<file path="src/rtl/q2q3_skid.sv">
// q2q3_skid: elastic ID/EX pipeline register.
// Two-entry skid buffer between decode (q2) and execute (q3).
// Handshake: a bundle moves across an interface in any cycle where its
// valid and ready are both 1 at the rising clock edge. valid_o holds, and
// the payload stays constant, until execute takes the bundle. ready_o is
// decoded from registered state only, so it never depends on this
// cycle's ready_i or valid_i.
module q2q3_skid #(
    parameter int          CTRL_WIDTH = 16,
    parameter logic [31:0] NOP_INSTR  = 32'h00000013
) (
    input  logic                  clk,
    input  logic                  rst,
    input  logic                  valid_i,
    output logic                  ready_o,
    input  logic [31:0]           pc_incr_i,
    input  logic [31:0]           reg_rd_data1_i,
    input  logic [31:0]           reg_rd_data2_i,
    input  logic [4:0]            reg_wr_port_i,
    input  logic [CTRL_WIDTH-1:0] ctrl_q2_i,
    input  logic [31:0]           instr_i,
    input  logic                  flush_i,
    output logic                  valid_o,
    input  logic                  ready_i,
    output logic [31:0]           pc_incr_o,
    output logic [31:0]           reg_rd_data1_o,
    output logic [31:0]           reg_rd_data2_o,
    output logic [4:0]            reg_wr_port_o,
    output logic [CTRL_WIDTH-1:0] ctrl_q2_o,
    output logic [31:0]           instr_o,
    output logic [1:0]            occupancy_o
);

    typedef struct packed {
        logic [31:0]           pc_incr;
        logic [31:0]           rd_data1;
        logic [31:0]           rd_data2;
        logic [4:0]            wr_port;
        logic [CTRL_WIDTH-1:0] ctrl;
        logic [31:0]           instr;
    } bundle_t;

    // The encoding equals the occupancy count, so occupancy_o doubles as
    // a direct view of the state register.
    typedef enum logic [1:0] {
        ST_EMPTY = 2'd0,
        ST_FULL  = 2'd1,
        ST_SKID  = 2'd2
    } state_t;

    state_t  state_q;
    bundle_t main_q;
    bundle_t skid_q;
    bundle_t in_bundle;
    bundle_t bubble;

    assign in_bundle = {pc_incr_i, reg_rd_data1_i, reg_rd_data2_i,
                        reg_wr_port_i, ctrl_q2_i, instr_i};

    // Bubble contents: a NOP with an all-zero control word.
    always_comb begin
        bubble       = '0;
        bubble.instr = NOP_INSTR;
    end

    // FSM and storage: reset beats flush, and flush beats every transition.
    always_ff @(posedge clk) begin
        if (rst) begin
            state_q <= ST_EMPTY;
            main_q  <= bubble;
            skid_q  <= '0;
        end else if (flush_i) begin
            state_q <= ST_EMPTY;
            main_q  <= bubble;
        end else begin
            case (state_q)
                ST_EMPTY: begin
                    if (valid_i) begin
                        main_q  <= in_bundle;
                        state_q <= ST_FULL;
                    end
                end
                ST_FULL: begin
                    if (valid_i && ready_i) begin
                        main_q <= in_bundle;
                    end else if (valid_i) begin
                        skid_q  <= in_bundle;
                        state_q <= ST_SKID;
                    end else if (ready_i) begin
                        main_q  <= bubble;
                        state_q <= ST_EMPTY;
                    end
                end
                ST_SKID: begin
                    // ready_o is 0 here, so valid_i is ignored.
                    if (ready_i) begin
                        main_q  <= skid_q;
                        state_q <= ST_FULL;
                    end
                end
                default: begin
                    main_q  <= bubble;
                    state_q <= ST_EMPTY;
                end
            endcase
        end
    end

    // Handshake and occupancy outputs, decoded from the state register only.
    always_comb begin
        valid_o     = 1'b0;
        ready_o     = 1'b1;
        occupancy_o = 2'd0;
        case (state_q)
            ST_FULL: begin
                valid_o     = 1'b1;
                ready_o     = 1'b1;
                occupancy_o = 2'd1;
            end
            ST_SKID: begin
                valid_o     = 1'b1;
                ready_o     = 1'b0;
                occupancy_o = 2'd2;
            end
            default: begin
                valid_o     = 1'b0;
                ready_o     = 1'b1;
                occupancy_o = 2'd0;
            end
        endcase
    end

    assign pc_incr_o      = main_q.pc_incr;
    assign reg_rd_data1_o = main_q.rd_data1;
    assign reg_rd_data2_o = main_q.rd_data2;
    assign reg_wr_port_o  = main_q.wr_port;
    assign ctrl_q2_o      = main_q.ctrl;
    assign instr_o        = main_q.instr;

endmodule

</file>
<file path="config.mk">
export PLATFORM = sky130hd
export DESIGN_NAME = q2q3_skid
export DESIGN_NICKNAME = d
export VERILOG_FILES = /design/src/rtl/q2q3_skid.sv
export SDC_FILE = /design/constraint.sdc
export NUM_CORES = 1
export LEC_CHECK = 0
export ABC_AREA = 1
export CAP_MARGIN = 20
export CORE_MARGIN = 2
export CORE_UTILIZATION = 51
export DETAILED_ROUTE_END_ITERATION = 12
export PLACE_DENSITY = 0.85
export SYNTH_ARGS = -nofsm -noshare
export SYNTH_HDL_FRONTEND = slang
export SYNTH_SLANG_ARGS = --single-unit
</file>
<file path="constraint.sdc">
create_clock -name clk -period 1.9 [get_ports clk]
set_input_delay 0.38 -clock clk [delete_from_list [all_inputs] [get_ports clk]]
set_output_delay 0.38 -clock clk [all_outputs]
set_load 0.05 [all_outputs]
</file>
==> flow_summary_export.csv <==
group,metric,value,unit
sta,hold_viol_final,0,
floorplanning,pin_count,307,
floorplanning,dieWidth,169,um
routing,drc,0,
logic_synthesis,syn_avg_cell_area,6.82,um^2
placement,numPortBuffers,306,
setup_path,r2r_end,"pc_incr_o[14]",
finish,nets,2406,
routing,routed_via_density,6.17,
logic_synthesis,ys_ff_latch,300,
floorplanning,core_area,26800,um^2
logic_synthesis,yosys.area.top_type,"dfxtp_1",
pwr,power_per_cell_area,862,nW/um^2
floorplanning,die_h,169,um
logic_synthesis,async_flop_share,0,
global_route,grtUsageMet3,0.0566,
global_route,grt_pass1_wl,74000,um
finish,fill_cells,2117,
setup_path,critPathLaunchType,"register",
global_route,grt_usage,0.312,
sta,tightest_slew,827,ps
clocking,clock_latency,560,ps
finish,layout.cells.non_filler,2611,
sta,skew,18.1,ps
global_route,use_met1,0.402,
sta,period_minus_slack,1920,ps
logic_synthesis,syn_nets,2187,
pwr,p_sw,4.98,mW
finish,layout-drive-gt1-share,0.0868,
routing,drt_wl_total,50100,um
logic_synthesis,syn-cell-area,13800,um^2
pwr,peakVddDrop,694,uV
global_route,grt_pass1_vias,14700,
setup_path,worstSetupPathType,"register to register",
routing,vias,16100,
clocking,htree_levels,1,
setup_path,crit_path_max_fanout,8,
global_route,met2_usage,0.508,
worst_hold_path,hold_depth,4,
finish,area_growth,36.4,%
worst_hold_path,hp-start,"rst",
routing,dr.pass1.iters,6,
pwr,clockPowerShare,0.368,
setup_path,cp-end-kind,"register",
clocking,cts_hold_buf,0,
global_route,grt-ovfl-total,0,
worst_hold_path,min_path_type,"input pin to register",
logic_synthesis,synthTopCellsByArea,"dfxtp_1 43%, nand2_1 20%, nand3_1 11%, a21oi_1 11%, nand4_1 6.6%",
sta,finalSetupTns,-45.2,ps
outcome,violations,"negative setup slack",
pwr,p_sw_frac,0.306,
finish,postLayoutCoreUtil,0.704,
logic_synthesis,netlist.area_leader.share,0.434,
placement,gp_congestion,0.806,
setup_path,r2r-start,"state_q[0]",
routing,dr.first_iter.drc_count,2375,
pwr,p_comb_frac,0.227,
routing,wl_per_cell,19.2,um
logic_synthesis,synth_common_cells,"753 x nand2_1, 300 x dfxtp_1, 300 x nand3_1",
sta,relSlewSlack,0.449,
sta,setup_viol,3,
worst_hold_path,min_to,"instr_o[0]",
floorplanning,die_area,28500,um^2
setup_path,arrival,2400,ps
logic_synthesis,ys_warn_count,0,
floorplanning,num_rows,60,
job,cap_violations,0,
global_route,top_usage_layer,"met2",
logic_synthesis,synth.distinct_cells,16,
logic_synthesis,yosysSeqAreaShare,0.434,
outcome,status,"finished with violations",
sta,fmax,521,MHz
logic_synthesis,yosysMostFrequentCell,"nand2_1",
floorplanning,initial_core_util,0.516,
setup_path,reg2regPathDepth,11,
logic_synthesis,ys.flop_type,"dfxtp_1",
pwr,power_frac_seq,0.405,
logic_synthesis,synth_cells,2027,
pwr,p_leak,7.51,nW
clocking,cts_buffers,31,
pwr,p_int,11.3,mW
placement,dp_slack,26.5,ps
global_route,grt_max_degree,150,
sta,period_share,1.01,
sta,setup_ws,-21.2,ps
clocking,clkSinkCount,300,
clocking,clockRootBuffer,"clkbuf_16",
placement,dp.cells,2524,
setup_path,cp_data_required_time,2380,ps
clocking,path_clk_slew,70,ps
setup_path,r2r_slack,-20,ps
logic_synthesis,synth_edf_count,0,
sta,report.final.slew_viol_count,0,
sta,rsz0062_at_grt,"yes",
placement,post-dp-hpwl,27000,um
routing,drt.antenna.violating_nets,0,
clocking,cts_buffer_depth,3,
global_route,antenna_found_initial,0,
clocking,tritoncts,"yes",
## area by class of cell
| class | count | area [um^2] | area share |
|---|---|---|---|
| clock inverter | 13 | 95.1 | 0.00504 |
| timing repair buffer | 383 | 4250 | 0.225 |
| inverter | 10 | 60.1 | 0.00318 |
| antenna | 1 | 2.50 | 0.000133 |
| multi-input combinational | 1520 | 7120 | 0.377 |
| clock buffer | 43 | 901 | 0.0478 |
| sequential | 300 | 6010 | 0.319 |
| tap | 341 | 427 | 0.0226 |
## worst max-delay path, stage by stage (launching register included)
cell     delay (ps)
dfxtp_4         370
buf_6           120
ha_4            170
buf_12          130
nand3_2          70
nand2_2          60
nor2_4          170
buf_12          190
buf_6           140
buf_8           140
nand3_1         110
a21oi_1         170
## metal layers
| metal | routed length, um | share of wire |
|---|---|---|
| met4 | 2330 | 0.046 |
| met2 | 22900 | 0.46 |
| met1 | 18900 | 0.38 |
| met5 | 0 | 0 |
| met3 | 5890 | 0.12 |
## through the flow
step	cell area [um^2]	hold slack, ps	power, mW
floorplan	13800	440	8.68
global placement	17200	446	9.89
detailed placement	17200	452	9.94
CTS	18200	241	15.8
global route	18900	258	16.8
finish	18900	260	16.3
## cells by family after synthesis
group / Yosys count / synth area share
buffers and inverters: 207 / 0.0671
AO/OA/AOI/OAI: 303 / 0.110
flip-flops: 300 / 0.434
adder cells (fa/ha/maj): 6 / 0.00543
AND/OR/NAND/NOR: 1211 / 0.384
## cell usage in the layout (no fill, tap or decap), types with 2 or more instances in the layout
cell,n
a21oi_1,281
a21oi_2,17
buf_12,30
buf_16,7
buf_4,36
buf_6,9
buf_8,2
bufbuf_16,3
clkbuf_1,4
clkbuf_16,42
clkbuf_8,8
clkdlybuf4s50_1,150
clkinv_2,10
clkinvlp_4,2
dfxtp_1,299
dlygate4sd2_1,135
ha_1,2
ha_4,4
inv_1,3
inv_2,2
inv_4,4
nand2_1,752
nand3_1,285
nand3_2,11
nand3_4,4
nand4_1,146
nor2_1,10
o21ai_0,5
## timing repair
action,4_1_cts,5_1_grt
resized for setup,142,57
cloned,3,15
setup endpoints to repair,140,81
setup buffers,2,10
pin swaps,0,17
## power groups by stage
stage	Combinational (mW)	Sequential, mW	Clock, mW
2_1_floorplan	1.44	7.24	0
3_3_place_gp	3.16	6.72	0
3_5_place_dp	3.22	6.73	0
4_1_cts	3.19	6.59	6.01
5_1_grt	3.87	6.61	6.29
6_report	3.68	6.59	5.98
## flip-flops by register name (all words and copies together) (netlist names)
name            flops
instr_o            32
skid_q            149
reg_wr_port_o       5
reg_rd_data2_o     32
pc_incr_o          32
state_q             2
reg_rd_data1_o     32
ctrl_q2_o          16
## worst max path at each step
stage / start / end / slack [ps]
finish: state_q[0] / pc_incr_o[14] / -20
CTS: state_q[1] / occupancy_o[0] / -150
floorplan: state_q[0] / reg_rd_data1_o[19] / 20
global placement: flush_i / skid_q[70] / 80
global route: state_q[0] / ctrl_q2_o[15] / -80
detailed placement: flush_i / skid_q[85] / 30
No activity file was read; power rests on OpenSTA's default activity.
